## src/rtl/alu_share_arbiter_if.sv

```systemverilog
// Requester, response and ALU-side signals of the two-requester ALU arbiter.
// slave = the arbiter; master = requesters plus the attached ALU.
interface alu_share_arbiter_if #(
  parameter int WIDTH = 32
) ();
  logic             req0_valid, req1_valid;
  logic             req0_ready, req1_ready;
  logic [WIDTH-1:0] req0_a, req0_b, req1_a, req1_b;
  logic [3:0]       req0_ctrl, req1_ctrl;
  logic             rsp0_valid, rsp1_valid;
  logic             rsp0_ready, rsp1_ready;
  logic [WIDTH-1:0] rsp_result;
  logic [3:0]       rsp_flags;
  logic [WIDTH-1:0] alu_a, alu_b;
  logic [3:0]       alu_ctrl;
  logic [WIDTH-1:0] alu_out;
  logic [3:0]       alu_flags;
  logic             busy;

  modport slave (
    input  req0_valid, req1_valid, req0_a, req0_b, req1_a, req1_b,
           req0_ctrl, req1_ctrl, rsp0_ready, rsp1_ready, alu_out, alu_flags,
    output req0_ready, req1_ready, rsp0_valid, rsp1_valid, rsp_result,
           rsp_flags, alu_a, alu_b, alu_ctrl, busy
  );

  modport master (
    output req0_valid, req1_valid, req0_a, req0_b, req1_a, req1_b,
           req0_ctrl, req1_ctrl, rsp0_ready, rsp1_ready, alu_out, alu_flags,
    input  req0_ready, req1_ready, rsp0_valid, rsp1_valid, rsp_result,
           rsp_flags, alu_a, alu_b, alu_ctrl, busy
  );
endinterface

```

## src/rtl/alu_share_arbiter.sv

```systemverilog
// Round-robin sharing of one combinational ALU between two requesters, one op in flight.
// Optional performance counters are built when ALU_ARB_PERF_EN is defined.
module alu_share_arbiter #(
  parameter int WIDTH = 32
) (
  input  logic                clk,
  input  logic                rst_n,
  alu_share_arbiter_if.slave  bus
`ifdef ALU_ARB_PERF_EN
  ,
  output logic [15:0]         perf_grant0,
  output logic [15:0]         perf_grant1,
  output logic [15:0]         perf_stall
`endif
);

  typedef enum logic [1:0] {
    IDLE = 2'd0,
    EXEC = 2'd1,
    RESP = 2'd2
  } state_t;

  state_t           r_state, w_next_state;
  logic             r_owner, r_last_grant;
  logic             r_rsp0_valid, r_rsp1_valid;
  logic [WIDTH-1:0] r_alu_a, r_alu_b, r_rsp_result;
  logic [3:0]       r_alu_ctrl, r_rsp_flags;
  logic             w_win0, w_win1, w_accept0, w_accept1, w_rsp_take;

  // On a tie the requester that was not granted last wins.
  // NOTE: every signal gets a default at the top of always_comb so no path can infer a latch.
  always_comb begin
    w_win0       = bus.req0_valid && (!bus.req1_valid || r_last_grant);
    w_win1       = bus.req1_valid && (!bus.req0_valid || !r_last_grant);
    w_accept0    = (r_state == IDLE) && w_win0;
    w_accept1    = (r_state == IDLE) && w_win1;
    w_rsp_take   = r_owner ? bus.rsp1_ready : bus.rsp0_ready;
    w_next_state = r_state;
    case (r_state)
      IDLE:    if (w_accept0 || w_accept1) w_next_state = EXEC;
      EXEC:    w_next_state = RESP;
      RESP:    if (w_rsp_take) w_next_state = IDLE;
      default: w_next_state = IDLE;
    endcase
  end

  // NOTE: sequential state uses non-blocking assignments so all registers update from pre-edge values.
  always_ff @(posedge clk or negedge rst_n) begin
    if (!rst_n) r_state <= IDLE;
    else        r_state <= w_next_state;
  end

  always_ff @(posedge clk or negedge rst_n) begin
    if (!rst_n) begin
      r_alu_a      <= '0;
      r_alu_b      <= '0;
      r_alu_ctrl   <= '0;
      r_rsp_result <= '0;
      r_rsp_flags  <= '0;
      r_rsp0_valid <= 1'b0;
      r_rsp1_valid <= 1'b0;
      r_owner      <= 1'b0;
      r_last_grant <= 1'b1;
    end else begin
      case (r_state)
        IDLE: begin
          if (w_accept0) begin
            r_alu_a      <= bus.req0_a;
            r_alu_b      <= bus.req0_b;
            r_alu_ctrl   <= bus.req0_ctrl;
            r_owner      <= 1'b0;
            r_last_grant <= 1'b0;
          end else if (w_accept1) begin
            r_alu_a      <= bus.req1_a;
            r_alu_b      <= bus.req1_b;
            r_alu_ctrl   <= bus.req1_ctrl;
            r_owner      <= 1'b1;
            r_last_grant <= 1'b1;
          end
        end
        EXEC: begin
          r_rsp_result <= bus.alu_out;
          r_rsp_flags  <= bus.alu_flags;
          if (r_owner) r_rsp1_valid <= 1'b1;
          else         r_rsp0_valid <= 1'b1;
        end
        RESP: begin
          if (w_rsp_take) begin
            r_rsp0_valid <= 1'b0;
            r_rsp1_valid <= 1'b0;
          end
        end
        default: ;
      endcase
    end
  end

  assign bus.req0_ready = w_accept0;
  assign bus.req1_ready = w_accept1;
  assign bus.rsp0_valid = r_rsp0_valid;
  assign bus.rsp1_valid = r_rsp1_valid;
  assign bus.rsp_result = r_rsp_result;
  assign bus.rsp_flags  = r_rsp_flags;
  assign bus.alu_a      = r_alu_a;
  assign bus.alu_b      = r_alu_b;
  assign bus.alu_ctrl   = r_alu_ctrl;
  assign bus.busy       = (r_state != IDLE);

`ifdef ALU_ARB_PERF_EN
  logic [15:0] r_perf_grant0, r_perf_grant1, r_perf_stall;
  logic        w_stall;

  assign w_stall = (bus.req0_valid && !w_accept0) || (bus.req1_valid && !w_accept1);

  // Saturating event counters.
  always_ff @(posedge clk or negedge rst_n) begin
    if (!rst_n) begin
      r_perf_grant0 <= '0;
      r_perf_grant1 <= '0;
      r_perf_stall  <= '0;
    end else begin
      if (w_accept0 && (r_perf_grant0 != 16'hFFFF)) r_perf_grant0 <= r_perf_grant0 + 16'd1;
      if (w_accept1 && (r_perf_grant1 != 16'hFFFF)) r_perf_grant1 <= r_perf_grant1 + 16'd1;
      if (w_stall   && (r_perf_stall  != 16'hFFFF)) r_perf_stall  <= r_perf_stall  + 16'd1;
    end
  end

  assign perf_grant0 = r_perf_grant0;
  assign perf_grant1 = r_perf_grant1;
  assign perf_stall  = r_perf_stall;
`endif

endmodule

```

## src/flat_wrapper.sv

```systemverilog
// flat-port wrapper written by rule: the top's interface ports become plain ports
module alu_share_arbiter_flat 
#(
  parameter int WIDTH = 32
)
  (clk, rst_n, bus_req0_valid, bus_req1_valid, bus_req0_a, bus_req0_b, bus_req1_a, bus_req1_b, bus_req0_ctrl, bus_req1_ctrl, bus_rsp0_ready, bus_rsp1_ready, bus_alu_out, bus_alu_flags, bus_req0_ready, bus_req1_ready, bus_rsp0_valid, bus_rsp1_valid, bus_rsp_result, bus_rsp_flags, bus_alu_a, bus_alu_b, bus_alu_ctrl, bus_busy);
  alu_share_arbiter_if #(.WIDTH(WIDTH)) bus_i ();
  input  logic clk;
  input  logic rst_n;
  input wire logic [$bits(bus_i.req0_valid)-1:0] bus_req0_valid;
  input wire logic [$bits(bus_i.req1_valid)-1:0] bus_req1_valid;
  input wire logic [$bits(bus_i.req0_a)-1:0] bus_req0_a;
  input wire logic [$bits(bus_i.req0_b)-1:0] bus_req0_b;
  input wire logic [$bits(bus_i.req1_a)-1:0] bus_req1_a;
  input wire logic [$bits(bus_i.req1_b)-1:0] bus_req1_b;
  input wire logic [$bits(bus_i.req0_ctrl)-1:0] bus_req0_ctrl;
  input wire logic [$bits(bus_i.req1_ctrl)-1:0] bus_req1_ctrl;
  input wire logic [$bits(bus_i.rsp0_ready)-1:0] bus_rsp0_ready;
  input wire logic [$bits(bus_i.rsp1_ready)-1:0] bus_rsp1_ready;
  input wire logic [$bits(bus_i.alu_out)-1:0] bus_alu_out;
  input wire logic [$bits(bus_i.alu_flags)-1:0] bus_alu_flags;
  output wire logic [$bits(bus_i.req0_ready)-1:0] bus_req0_ready;
  output wire logic [$bits(bus_i.req1_ready)-1:0] bus_req1_ready;
  output wire logic [$bits(bus_i.rsp0_valid)-1:0] bus_rsp0_valid;
  output wire logic [$bits(bus_i.rsp1_valid)-1:0] bus_rsp1_valid;
  output wire logic [$bits(bus_i.rsp_result)-1:0] bus_rsp_result;
  output wire logic [$bits(bus_i.rsp_flags)-1:0] bus_rsp_flags;
  output wire logic [$bits(bus_i.alu_a)-1:0] bus_alu_a;
  output wire logic [$bits(bus_i.alu_b)-1:0] bus_alu_b;
  output wire logic [$bits(bus_i.alu_ctrl)-1:0] bus_alu_ctrl;
  output wire logic [$bits(bus_i.busy)-1:0] bus_busy;
  assign bus_i.req0_valid = bus_req0_valid;
  assign bus_i.req1_valid = bus_req1_valid;
  assign bus_i.req0_a = bus_req0_a;
  assign bus_i.req0_b = bus_req0_b;
  assign bus_i.req1_a = bus_req1_a;
  assign bus_i.req1_b = bus_req1_b;
  assign bus_i.req0_ctrl = bus_req0_ctrl;
  assign bus_i.req1_ctrl = bus_req1_ctrl;
  assign bus_i.rsp0_ready = bus_rsp0_ready;
  assign bus_i.rsp1_ready = bus_rsp1_ready;
  assign bus_i.alu_out = bus_alu_out;
  assign bus_i.alu_flags = bus_alu_flags;
  assign bus_req0_ready = bus_i.req0_ready;
  assign bus_req1_ready = bus_i.req1_ready;
  assign bus_rsp0_valid = bus_i.rsp0_valid;
  assign bus_rsp1_valid = bus_i.rsp1_valid;
  assign bus_rsp_result = bus_i.rsp_result;
  assign bus_rsp_flags = bus_i.rsp_flags;
  assign bus_alu_a = bus_i.alu_a;
  assign bus_alu_b = bus_i.alu_b;
  assign bus_alu_ctrl = bus_i.alu_ctrl;
  assign bus_busy = bus_i.busy;
  alu_share_arbiter #(.WIDTH(WIDTH)) u_core (.clk(clk), .rst_n(rst_n), .bus(bus_i));
endmodule
```

## config.mk

```make
export PLATFORM = sky130hd
export DESIGN_NAME = alu_share_arbiter_flat
export DESIGN_NICKNAME = d
export VERILOG_FILES = /design/src/rtl/alu_share_arbiter_if.sv /design/src/rtl/alu_share_arbiter.sv /design/src/flat_wrapper.sv
export SDC_FILE = /design/constraint.sdc
export NUM_CORES = 1
export LEC_CHECK = 0
export CAP_MARGIN = 30
export CORE_MARGIN = 1
export CORE_UTILIZATION = 35
export CTS_CLUSTER_SIZE = 28
export DETAILED_ROUTE_END_ITERATION = 10
export GPL_ROUTABILITY_DRIVEN = 0
export PLACE_DENSITY = 0.76
export RECOVER_POWER = 25
export SYNTH_ARGS = -nofsm -noshare
export SYNTH_HDL_FRONTEND = slang
export SYNTH_SLANG_ARGS = --single-unit
```

## constraint.sdc

```tcl
create_clock -name clk -period 1.75 [get_ports clk]
set_input_delay 0.35 -clock clk [delete_from_list [all_inputs] [get_ports clk]]
set_output_delay 0.35 -clock clk [all_outputs]
set_load 0.005 [all_outputs]
```

# After elaboration in Yosys (flattened, before gate mapping)
# Index checks and enable logic that the tools add are counted.
totals:
  regBits: 110
  in_bits: 178
  out_inout_bits: 109
classes:
  eq_ne: 6
  mux: 17
  n_reduce_logical: 18
ops:
  columns: ["cell", "count"]
  rows:
  - ["32-bit 2-to-1 mux", 4]
  - ["4-bit 2-to-1 mux", 2]
  - ["1-bit 2-to-1 mux", 6]
  - ["2-bit one-hot mux with 3 select lines", 1]
  - ["3-bit AND reduction", 2]
  - ["2-bit nonzero test", 3]
  - ["1-bit logical AND", 4]
  - ["2-bit 2-to-1 mux", 2]
  - ["2-bit by 1-bit != test with 1-bit output, second input constant", 2]
  - ["2-bit != test, second input constant", 2]
  - ["1-bit one-hot mux with 2 select lines", 2]
  - ["2-bit AND reduction", 2]
  - ["1-bit logical NOT", 3]
  - ["1-bit logical OR", 3]
  - ["2-bit by 1-bit equality test with 1-bit output, second input constant", 1]
  - ["2-bit equality test, second input constant", 1]
  - ["2-bit logical NOT", 1]

# Logic depth before layout (Yosys ltp)
logic_depth:
  ltp_word: 7
  depth_mapped: 8
  ltp_nobuf: 5

# Worst setup path before layout
# OpenSTA, ideal clock, no wires.
synth_path:
  kind: "register to register"
  from: "register u_core.r_state[0]"
  to: "register u_core.r_alu_b[26] (netlist: u_core.bus.alu_b[26])"
  arrival_time_ns: 1.644
  required_ns: 1.668
  slack_ns: 0.024
  path_stages_with_launch: 9
  path_cell_list: "dfrtp_1 > inv_1 > ha_1 > nand2_2 > buf_6 > buf_8 > buf_6 > or3b_1 > a31oi_1"
synth_between:
  elab_chain_len: 4
  word_cells_on_any_way: 6
  classes_between: "1 x mux; 5 x reduce/logical"
synth_lines:
  columns: ["element", "line", "source"]
  rows:
  - ["start: declaration", "alu_share_arbiter.sv:23", "state_t r_state, w_next_state;"]
  - ["start signal: assignment", "alu_share_arbiter.sv:50", "else r_state <= w_next_state;"]
  - ["2-bit logical NOT *", "alu_share_arbiter.sv:35, alu_share_arbiter.sv:36, alu_share_arbiter.sv:65", null]
  - ["1-bit logical AND (on tied branches)", "alu_share_arbiter.sv:35, alu_share_arbiter.sv:36", null]
  - ["2-bit nonzero test (no source line)", null, null]
  - ["2-bit AND reduction (no source line)", null, null]
  - ["end signal: assignment", "alu_share_arbiter.sv:69", "r_alu_b <= bus.req0_b;"]
  - ["end signal: assignment", "alu_share_arbiter.sv:75", "r_alu_b <= bus.req1_b;"]
  - ["end: declaration", "alu_share_arbiter.sv:26", "logic [WIDTH-1:0] r_alu_a, r_alu_b, r_rsp_result;"]
# Every way passes the cells marked *; elsewhere a longest branch is shown, timed or not.
# A chain may end at the register's enable or synchronous reset.

# Final worst setup path
layout_path:
  from: "register u_core.r_state[1]"
  to: "register u_core.r_alu_b[6] (netlist: u_core.bus.alu_b[6])"
# The elaborated chain is that of the path after synthesis.

==> impl_results.md <==
* Crit path cell chain: inv_2 -> ha_4 -> buf_6 -> nand2_4 -> buf_12 -> clkbuf_16 -> or3b_1 -> a31oi_1
* DR WL met3 at 1.27 mm
* Die H at 124 um
* DP HPWL at 11.2 mm
* Peak Freq at 0.553 GHz
* # rows at 44
* Nature of the critical path endpoint: flop
* Syn_area_per_cell at 10.4 sq um
* Power per standard cell area at 1610 nW/um^2
* DRT iter0 DRCs at 147
* Actual slew at the worst max-slew pin at 1.49 ns
* DIE AREA at 15400 sq um
* Final Skew at 0.00390 ns
* CP startpoint kind: flop
* Min-delay worst type: reg -> reg
* Number of global-route vias before repair at 4997
* Clock Latency Late Sink at 0.34 ns
* Reg2reg setup slack at -0.06 ns
* Crit path capture: u_core.bus.alu_b[6]
* VDD IR-drop max at 0.000690 V
* DR top layer: met4
* RSZ-0062 raised after global routing: yes
* Initial Util at 0.360
* Fin cells at 990
* N_diodes at 0
* WL final at 16.3 mm
* Hold Buf Count CTS at 0
* Setup ws final at -0.0582 ns
* Register area share after synthesis at 0.526
* CTS clk-pin slew, worst paths at 0.08 ns
* Leak at 3.60 nW
* Post-Place Setup Slack at -0.324 ns
* Kind of critical path: reg -> reg
* Slew Viols, Final at 0
* I/O pin count at 287
* Tot GR Track Use at 0.202
* Sink Count at 110
* Cell Area, Synth at 5230 sq um
* Minimum clock period after layout at 1.81 ns
* RR Startpoint: u_core.r_state[1]
* WL met1 at 6.41 mm
* Worst Setup SP: u_core.r_state[1]
* Fill cells at 1165
* # Max-Cap Violations at 0
* Arr. time, crit path at 2.07 ns
* Die width at 124 um
* Global-route wire length before repair at 25.1 mm
* Largest stage delay, worst path at 0.42 ns
* CORE AREA at 14500 sq um
* Period utilization at 1.03
* Routed WL per cell at 16.5 um
* Req. time, crit path at 2.01 ns
* Total CTS buffers at 9
* CTS tree: yes
* Final setup viols at 19
* Share of layout cells above drive strength 1 at 0.150
* Area occupied by multi-input gates at 2270 sq um
* Yosys reg bits at 110
* Reg2Reg Depth at 8
* DRC viols at 0
* Number of library cell types mapped by synthesis at 28
* Largest net degree at the start of global routing at 111
* Status: finished with violations
* Worst reg2reg endpoint: u_core.bus.alu_b[6]
* Crit path max fanout at 9
* Global route total overflow at 0
* Total number of vias at 5022
* Final Hold Fails at 0
* Area delta synth->final at 73.4%
* Nets at 983
* Ys Warns at 0
* Mapped Cells at 502
* Post-route ant nets at 0
* Root Buffer: clkbuf_16
* IO Port Bufs at 286
* Synthesized Nets at 684
* Critical path's slowest cell: dfrtp_1
* Initial antenna violation count at 0
* CTS Buffer Depth at 2
* Reg area at 2750 sq um
* Placed insts at 956
* Failing checks: negative setup slack
* Vias per cell at 5.07
* Max-slew headroom at 0.00615
* WL met2 at 8.17 mm
* H-tree lvl count at 3
* DRT Pass-1 Iters at 4
==> through the flow <==
stage / util / hold slack [ns] / power [mW] / instance area [sq um] / TNS (ns)
3_3_place_gp: 0.582 / 0.470 / 11.6 / 8460 / -13.97
2_1_floorplan: - / 0.0544 / 7.70 / 5230 / 0
5_1_grt: 0.624 / 0.533 / 15.6 / 9070 / -3.75
6_report: 0.624 / 0.507 / 14.6 / 9070 / -0.201
4_1_cts: 0.610 / 0.100 / 14.3 / 8860 / -0.0554
3_5_place_dp: 0.582 / 0.481 / 11.8 / 8460 / -16.78
==> area by class of cell <==
type,count,area share
timing repair buffer,337,0.385
sequential,110,0.304
multi-input combinational,337,0.250
tap,184,0.0254
clock buffer,9,0.0248
clock inverter,7,0.00910
inverter,6,0.00248
==> cells in the mapped netlist <==
master | instances | share of area
dfrtp_1 | 109 | 0.52
a21bo_2 | 1 | 0.0019
ha_1 | 4 | 0.0096
buf_4 | 1 | 0.0014
nand2_1 | 5 | 0.0036
buf_2 | 11 | 0.011
o21ai_1 | 15 | 0.014
o311ai_0 | 1 | 0.0017
nor2_1 | 70 | 0.050
o22ai_1 | 1 | 0.0012
buf_6 | 3 | 0.0065
or3b_1 | 68 | 0.11
buf_1 | 1 | 0.00072
dfstp_2 | 1 | 0.0050
a22oi_1 | 1 | 0.0014
mux2i_1 | 1 | 0.0019
o21ai_0 | 55 | 0.053
clkbuf_1 | 32 | 0.023
mux2_2 | 37 | 0.080
nand2_2 | 1 | 0.0012
a21oi_1 | 3 | 0.0029
o21a_1 | 1 | 0.0014
nand3_1 | 2 | 0.0019
nor2b_1 | 2 | 0.0024
o21bai_1 | 1 | 0.0014
buf_8 | 1 | 0.0029
inv_1 | 6 | 0.0043
a31oi_1 | 68 | 0.081
==> layout by cell type, fill, tap and decap left out, types with 2 or more instances in the layout <==
| master | netlist | final |
|---|---|---|
| buf_2 | 11 | 2 |
| buf_12 | 0 | 8 |
| a31oi_1 | 68 | 68 |
| nand2_1 | 5 | 5 |
| buf_6 | 3 | 3 |
| clkbuf_16 | 0 | 15 |
| clkinvlp_4 | 0 | 2 |
| nor2_1 | 70 | 69 |
| dfrtp_1 | 109 | 109 |
| buf_4 | 1 | 31 |
| o21ai_1 | 15 | 20 |
| clkbuf_4 | 0 | 2 |
| ha_1 | 4 | 2 |
| a21oi_1 | 3 | 3 |
| or3b_1 | 68 | 66 |
| inv_2 | 0 | 2 |
| o21ai_0 | 55 | 50 |
| or3b_4 | 0 | 2 |
| clkinv_4 | 0 | 2 |
| inv_1 | 6 | 4 |
| mux2_2 | 37 | 37 |
| clkdlybuf4s50_1 | 0 | 281 |
==> critical path, delay by kind of cell, from the launching register on <==
family / cells / cell delay [ns]
AO/OA/AOI/OAI: 1 / 0.20
adder cells (fa/ha/maj): 1 / 0.15
buffers and inverters: 4 / 0.52
flip-flops: 1 / 0.42
AND/OR/NAND/NOR: 2 / 0.42
==> kinds of logic after synthesis <==
kind of cell             count (synthesis)  synth area share
multiplexers                            38            0.0815
buffers and inverters                   55            0.0493
AO/OA/AOI/OAI                          147             0.160
AND/OR/NAND/NOR                        148             0.173
flip-flops                             110             0.526
adder cells (fa/ha/maj)                  4           0.00957
==> worst min path at each step <==
stage,startpoint,to,slack [ns],depth (start not counted)
final,u_core.bus.rsp_result[8],u_core.bus.rsp_result[8],0.51,1
after CTS,rst_n,u_core.bus.rsp_result[6],0.10,2
after global placement,rst_n,u_core.bus.rsp_result[13],0.47,2
after floorplan,rst_n,u_core.bus.alu_a[0],0.05,0
after global routing,u_core.bus.rsp_result[6],u_core.bus.rsp_result[6],0.53,1
after detailed placement,rst_n,u_core.bus.rsp_result[6],0.48,2
==> state kept, by name, indices dropped and copies added (netlist names) <==
name and cells:
u_core.bus.alu_a 32, u_core.bus.alu_b 32, u_core.bus.alu_ctrl 4, u_core.bus.rsp0_valid 1, u_core.bus.rsp1_valid 1, u_core.bus.rsp_flags 4
u_core.bus.rsp_result 32, u_core.r_last_grant 1, u_core.r_owner 1, u_core.r_state 2
==> power breakdown <==
part	total, mW	internal, mW	switching [mW]	leakage, nW
sequential	4.57	3.86	0.705	1.25
combinational	7.90	4.80	3.11	2.21
clock	2.11	1.13	0.981	0.144
total	14.6	9.79	4.79	3.60
==> routing by layer <==
layer	track usage	vias to the layer above
met2	0.348	232
met5	0	-
li1	-	2425
met1	0.232	2334
met3	0.0623	31
met4	0.0822	0
==> timing repair <==
| item | 4_1_cts | 5_1_grt |
|---|---|---|
| buffers inserted | 4 | 6 |
| setup endpoints to repair | 66 | 70 |
| pin swaps | 6 | 32 |
| endpoints found under the hold margin | 0 | 0 |
| resized for setup | 15 | 18 |
| gates cloned | 2 | 6 |
Note: power is estimated with default switching activity, not from simulation.
==> RTL edit 1 (same flow settings) <==
Re-encode `state_t` (3 states) as one-hot, 3 bits wide.
--- a/src/rtl/alu_share_arbiter.sv
+++ b/src/rtl/alu_share_arbiter.sv
@@ -16,6 +16,6 @@
 
-  typedef enum logic [1:0] {
-    IDLE = 2'd0,
-    EXEC = 2'd1,
-    RESP = 2'd2
+  typedef enum logic [2:0] {
+    IDLE = 3'b001,
+    EXEC = 3'b010,
+    RESP = 3'b100
   } state_t;
Check against the original RTL: same outputs for any inputs over 4 cycles, from zero or initial values and one cycle with rst_n low; so few cycles prove little.
==> RTL edit 1 against the unedited design <==
  * The flow still finishes with violations (setup timing)
  * Routed wire length increased by 47%
  * Sequential share of layout area decreased by 4.1 points
  * Critical endpoint is now bus_req0_ready
  * Total power increased by 34%
  * Sequential cell count increased by 1
  * Setup slack got worse by 0.10 ns
  * Count of clock-buffer cells in the layout unchanged
  * Area after synthesis increased by 4.2%
  * Final area increased by 17%
==> RTL edit 1: results (changes against the unedited design) <==
outcome complete, but fails checks (unchanged); failing checks setup timing (unchanged); CTS Hold Bufs 1 (was 0); unique cell type count in the Yosys netlist 27 (was 28); nets 993 (was 983); Worst Skew 0.00958 ns (was 0.00390 ns); met3 usage 5.99% (was 6.23%); crit path DAT 1.56 ns (was 2.07 ns); PwrDens 1850 nW/µm² (was 1610 nW/µm²); met3 WL 2140 µm (was 1270 µm); global-route wire length before repair 32,500 µm (was 25,100 µm); slowest CP cell dfstp_2 (was dfrtp_1); met2 wire length 11,700 µm (was 8170 µm); total routed wirelength 23,900 µm (was 16,300 µm); Layout fillers 1,028 (was 1,165); gr usage total 26.1% (was 20.2%); DRT iter0 DRCs 394 (was 147); # Post-CTS Setup Buffers 15 (was 4); Clock Latency Late Sink 0.36 ns (was 0.34 ns); synth cell count leaders dfrtp_1, a21oi_1, nand4_1, o31ai_1, a31oi_1 (was dfrtp_1, nor2_1, a31oi_1, or3b_1, o21ai_0); crit path from u_core.r_state[0]$_DFFE_PN1P_ (was u_core.r_state[1]$_DFFE_PN0P_); vias 6,125 (was 5,022); hold_sp u_core.bus.rsp_flags[1]$_DFFE_PN0N_ (was u_core.bus.rsp_result[8]$_DFFE_PN0N_); share of cells above drive strength 1 28.9% (was 15.0%); VDD IR-drop max 0.000751 V (was 0.000690 V); Detail Placement HPWL 13,200 µm (was 11,200 µm); internal power 0.0119 W (was 0.00979 W); endpoints failing setup 65 (was 19); Metal-1 WL 9150 µm (was 6410 µm); Setup WS post-layout -0.163 ns (was -0.0582 ns); largest net degree at the start of global routing 54 (was 111)
-- RTL edit 1: cell count changes after synthesis, sizes merged, moves of 3 or more --
cell / unedited run / this run
ha: 4 / 0
nand2b: 0 / 3
nor2: 70 / 3
nand4: 0 / 68
and2: 0 / 3
a21oi: 3 / 71
clkbuf: 32 / 26
nor3b: 0 / 3
nand2: 6 / 1
o21ai: 70 / 5
or3b: 68 / 0
o31ai: 0 / 68
buf: 17 / 47
-- RTL edit 1: final cells by class --
cell class              instances  area [µm²]  area share [%]
clock buffers                   9         225            2.13
flip-flops and latches        111        2780            26.3
well taps                     188         235            2.23
inverters                       4        15.0           0.142
multi-input cells             333        3320            31.4
clock inverters                 6        43.8           0.414
repair buffers                356        3950            37.4
-- RTL edit 1: cell families after synthesis --
logic type,share of synthesized area (%)
AOI/OAI and AO/OA,24.2
DFF,51.0
and+or+nand+nor,9.59
buffers and inverters,7.55
muxes,7.64
==> RTL edit 2 (same flow settings) <==
Without the edit above. `WIDTH` is set to 32 in 3 places; all go to 36.
--- a/src/rtl/alu_share_arbiter_if.sv
+++ b/src/rtl/alu_share_arbiter_if.sv
@@ -3,3 +3,3 @@
 interface alu_share_arbiter_if #(
-  parameter int WIDTH = 32
+  parameter int WIDTH = 36
 ) ();
--- a/src/rtl/alu_share_arbiter.sv
+++ b/src/rtl/alu_share_arbiter.sv
@@ -3,3 +3,3 @@
 module alu_share_arbiter #(
-  parameter int WIDTH = 32
+  parameter int WIDTH = 36
 ) (
--- a/src/flat_wrapper.sv
+++ b/src/flat_wrapper.sv
@@ -3,3 +3,3 @@
 #(
-  parameter int WIDTH = 32
+  parameter int WIDTH = 36
 )
Interface: changed (8 resized); port bits go from 287 to 319. The function was not compared with the original's and may differ.
==> RTL edit 2 against the unedited design <==
  * The run still ends with setup timing left
  * Routed wire length increased by 18%
  * Total power increased by 23%
  * Clock power increased by 73%
  * Final area increased by 16%
  * Non-clock buffer count increased by 46
  * Sequential cell count increased by 12
  * First-iteration DRC count increased by 62%
  * Setup slack got worse by 0.0072 ns
  * Synthesized cell count increased by 11%
  * Area after synthesis increased by 11%
  * Sequential share of layout area decreased by 1.4 points
  * Core utilization increased by 3.4 points
  * Maximum frequency decreased by 0.40%
  * Critical path type unchanged
  * Largest cell class unchanged
==> RTL edit 2: results (changes against the unedited design) <==
DRT iter0 DRCs 238 (was 147); post-synthesis sequential area ratio 52.6% (about the same); total routed wirelength 19,300 µm (was 16,300 µm); reg2reg start u_core.r_state[0]$_DFFE_PN0P_ (was u_core.r_state[1]$_DFFE_PN0P_); synth cell count leaders dfrtp_1, nor2_1, o21ai_0 (was dfrtp_1, nor2_1, a31oi_1, or3b_1, o21ai_0); unique cell type count in the Yosys netlist 29 (was 28); crit path DAT 2.14 ns (was 2.07 ns); crit path max fanout 7 (was 9); CTS H-Tree Depth 4 (was 3); Mapped Nets 759 (was 684); gr usage total 20.3% (was 20.2%); share of cells above drive strength 1 16.6% (was 15.0%); RR Endpoint u_core.bus.alu_b[9]$_DFFE_PN0P_ (was u_core.bus.alu_b[6]$_DFFE_PN0P_); grt met2 use 34.3% (was 34.8%); Worst Skew 0.0106 ns (was 0.00390 ns); vias 5,650 (was 5,022); Detail Placement HPWL 12,500 µm (was 11,200 µm); Avg Vias per Cell 5.00 (was 5.07); outcome complete, but fails checks (unchanged); pre-CTS WS -0.359 ns (was -0.324 ns); Num CTS Buffers 17 (was 9); slew margin rel. 37.7% (was 0.615%); CP peak stage delay 0.38 ns (was 0.42 ns); Gate Count Post-Synth 557 (was 502); diode count 0 (unchanged); GR Util met1 24.3% (was 23.2%); CTS root buf clkbuf_16 (unchanged); slowest CP cell dfrtp_1 (unchanged); met3 usage 6.11% (was 6.23%); Pleak 4.20 nW (was 3.60 nW); VDD IR-drop max 0.000841 V (was 0.000690 V); endpoints failing setup 11 (was 19); global-route wire length before repair 26,500 µm (was 25,100 µm); vias in the first global route 5,034 (was 4,997); failing checks setup timing (unchanged); Worst Hold Depth 2 (was 1); Clock Latency Late Sink 0.42 ns (was 0.34 ns); final setup TNS -0.268 ns (was -0.201 ns); hold_sp u_core.r_last_grant$_DFFE_PN1P_ (was u_core.bus.rsp_result[8]$_DFFE_PN0N_); Hold EP u_core.r_last_grant$_DFFE_PN1P_ (was u_core.bus.rsp_result[8]$_DFFE_PN0N_); Setup WS post-layout -0.0655 ns (was -0.0582 ns); switching pwr 0.00569 W (was 0.00479 W); Hold WS 0.498 ns (was 0.507 ns); placed cell area 9390 µm² (was 8460 µm²); IO buf count 318 (was 286); synth top area cells dfrtp_1, or3b_1, a31oi_1 (unchanged); largest net degree at the start of global routing 69 (was 111); CTS clk-pin slew, worst paths 0.06 ns (was 0.08 ns); Placed Instances 1,069 (was 956)
[RTL edit 2: cell count changes in the layout (fill, tap and decap cells not counted), moves of 6 or more]
cell	unedited run	this run
a31oi_1	68	76
buf_12	8	14
clkbuf_16	15	26
clkdlybuf4s50_1	281	313
dfrtp_1	109	121
nor2_1	69	77
o21ai_0	50	76
o21ai_1	20	2
or3b_1	66	75
[RTL edit 2: cell families after synthesis]
logic type	count (synthesis)	share of synthesized area [%]
fa+ha+maj	4	0.862
simple gates	164	17.5
compound gates	163	16.0
mux	42	8.12
flops	122	52.6
buf+inv	62	4.98
[RTL edit 2: final cells by class]
| type | instances | area, µm² |
|---|---|---|
| tap | 216 | 270 |
| clock buffer | 19 | 453 |
| multi-input combinational | 373 | 2540 |
| fill | 1271 | 5500 |
| sequential | 122 | 3050 |
| clock inverter | 12 | 163 |
| inverter | 6 | 22.5 |
| timing repair buffer | 383 | 4060 |
[RTL edit 2: how the worst max path moves through the flow]
stage / from / endpoint / slack (ns)
2_1_floorplan: u_core.r_state[0]$_DFFE_PN0P_ / u_core.bus.alu_b[26]$_DFFE_PN0P_ / 0.08
3_3_place_gp: bus_req0_valid / u_core.bus.alu_b[29]$_DFFE_PN0P_ / -0.31
3_5_place_dp: bus_req0_valid / u_core.bus.alu_a[32]$_DFFE_PN0P_ / -0.36
4_1_cts: u_core.r_state[1]$_DFFE_PN0P_ / bus_req1_ready / -0.06
5_1_grt: u_core.r_state[0]$_DFFE_PN0P_ / bus_busy / -0.13
6_report: u_core.r_state[0]$_DFFE_PN0P_ / u_core.bus.alu_b[9]$_DFFE_PN0P_ / -0.07
[RTL edit 2: tightest hold or removal path, stage by stage, from the launching register on]
cell and delay, ns:
dfstp_2 0.39, nand2_1 0.06, nand2_1 0.05
[RTL edit 2: repair_timing]
action,CTS,global route
setup buffers,6,11
cloned,1,12
gates resized for setup,31,14
endpoints found under the hold margin,13,0
hold buffers,1,0
pin swaps,15,54
setup endpoints to repair,54,75
[RTL edit 2: power groups by stage]
stage / clock (W) / sequential [W] / combinational [W]
6_report: 0.00366 / 0.00506 / 0.00918
5_1_grt: 0.00385 / 0.00526 / 0.00993
4_1_cts: 0.00374 / 0.00507 / 0.00843
3_5_place_dp: 0 / 0.00510 / 0.00800
3_3_place_gp: 0 / 0.00503 / 0.00790
2_1_floorplan: 0 / 0.00516 / 0.00335
[RTL edit 2: routing by layer]
layer  routed length, µm  vias to the layer above
met2                9420                      264
met3                1570                       30
met1                7880                     2641
met5                   0                        -
met4                 414                        0
li1                    -                     2715
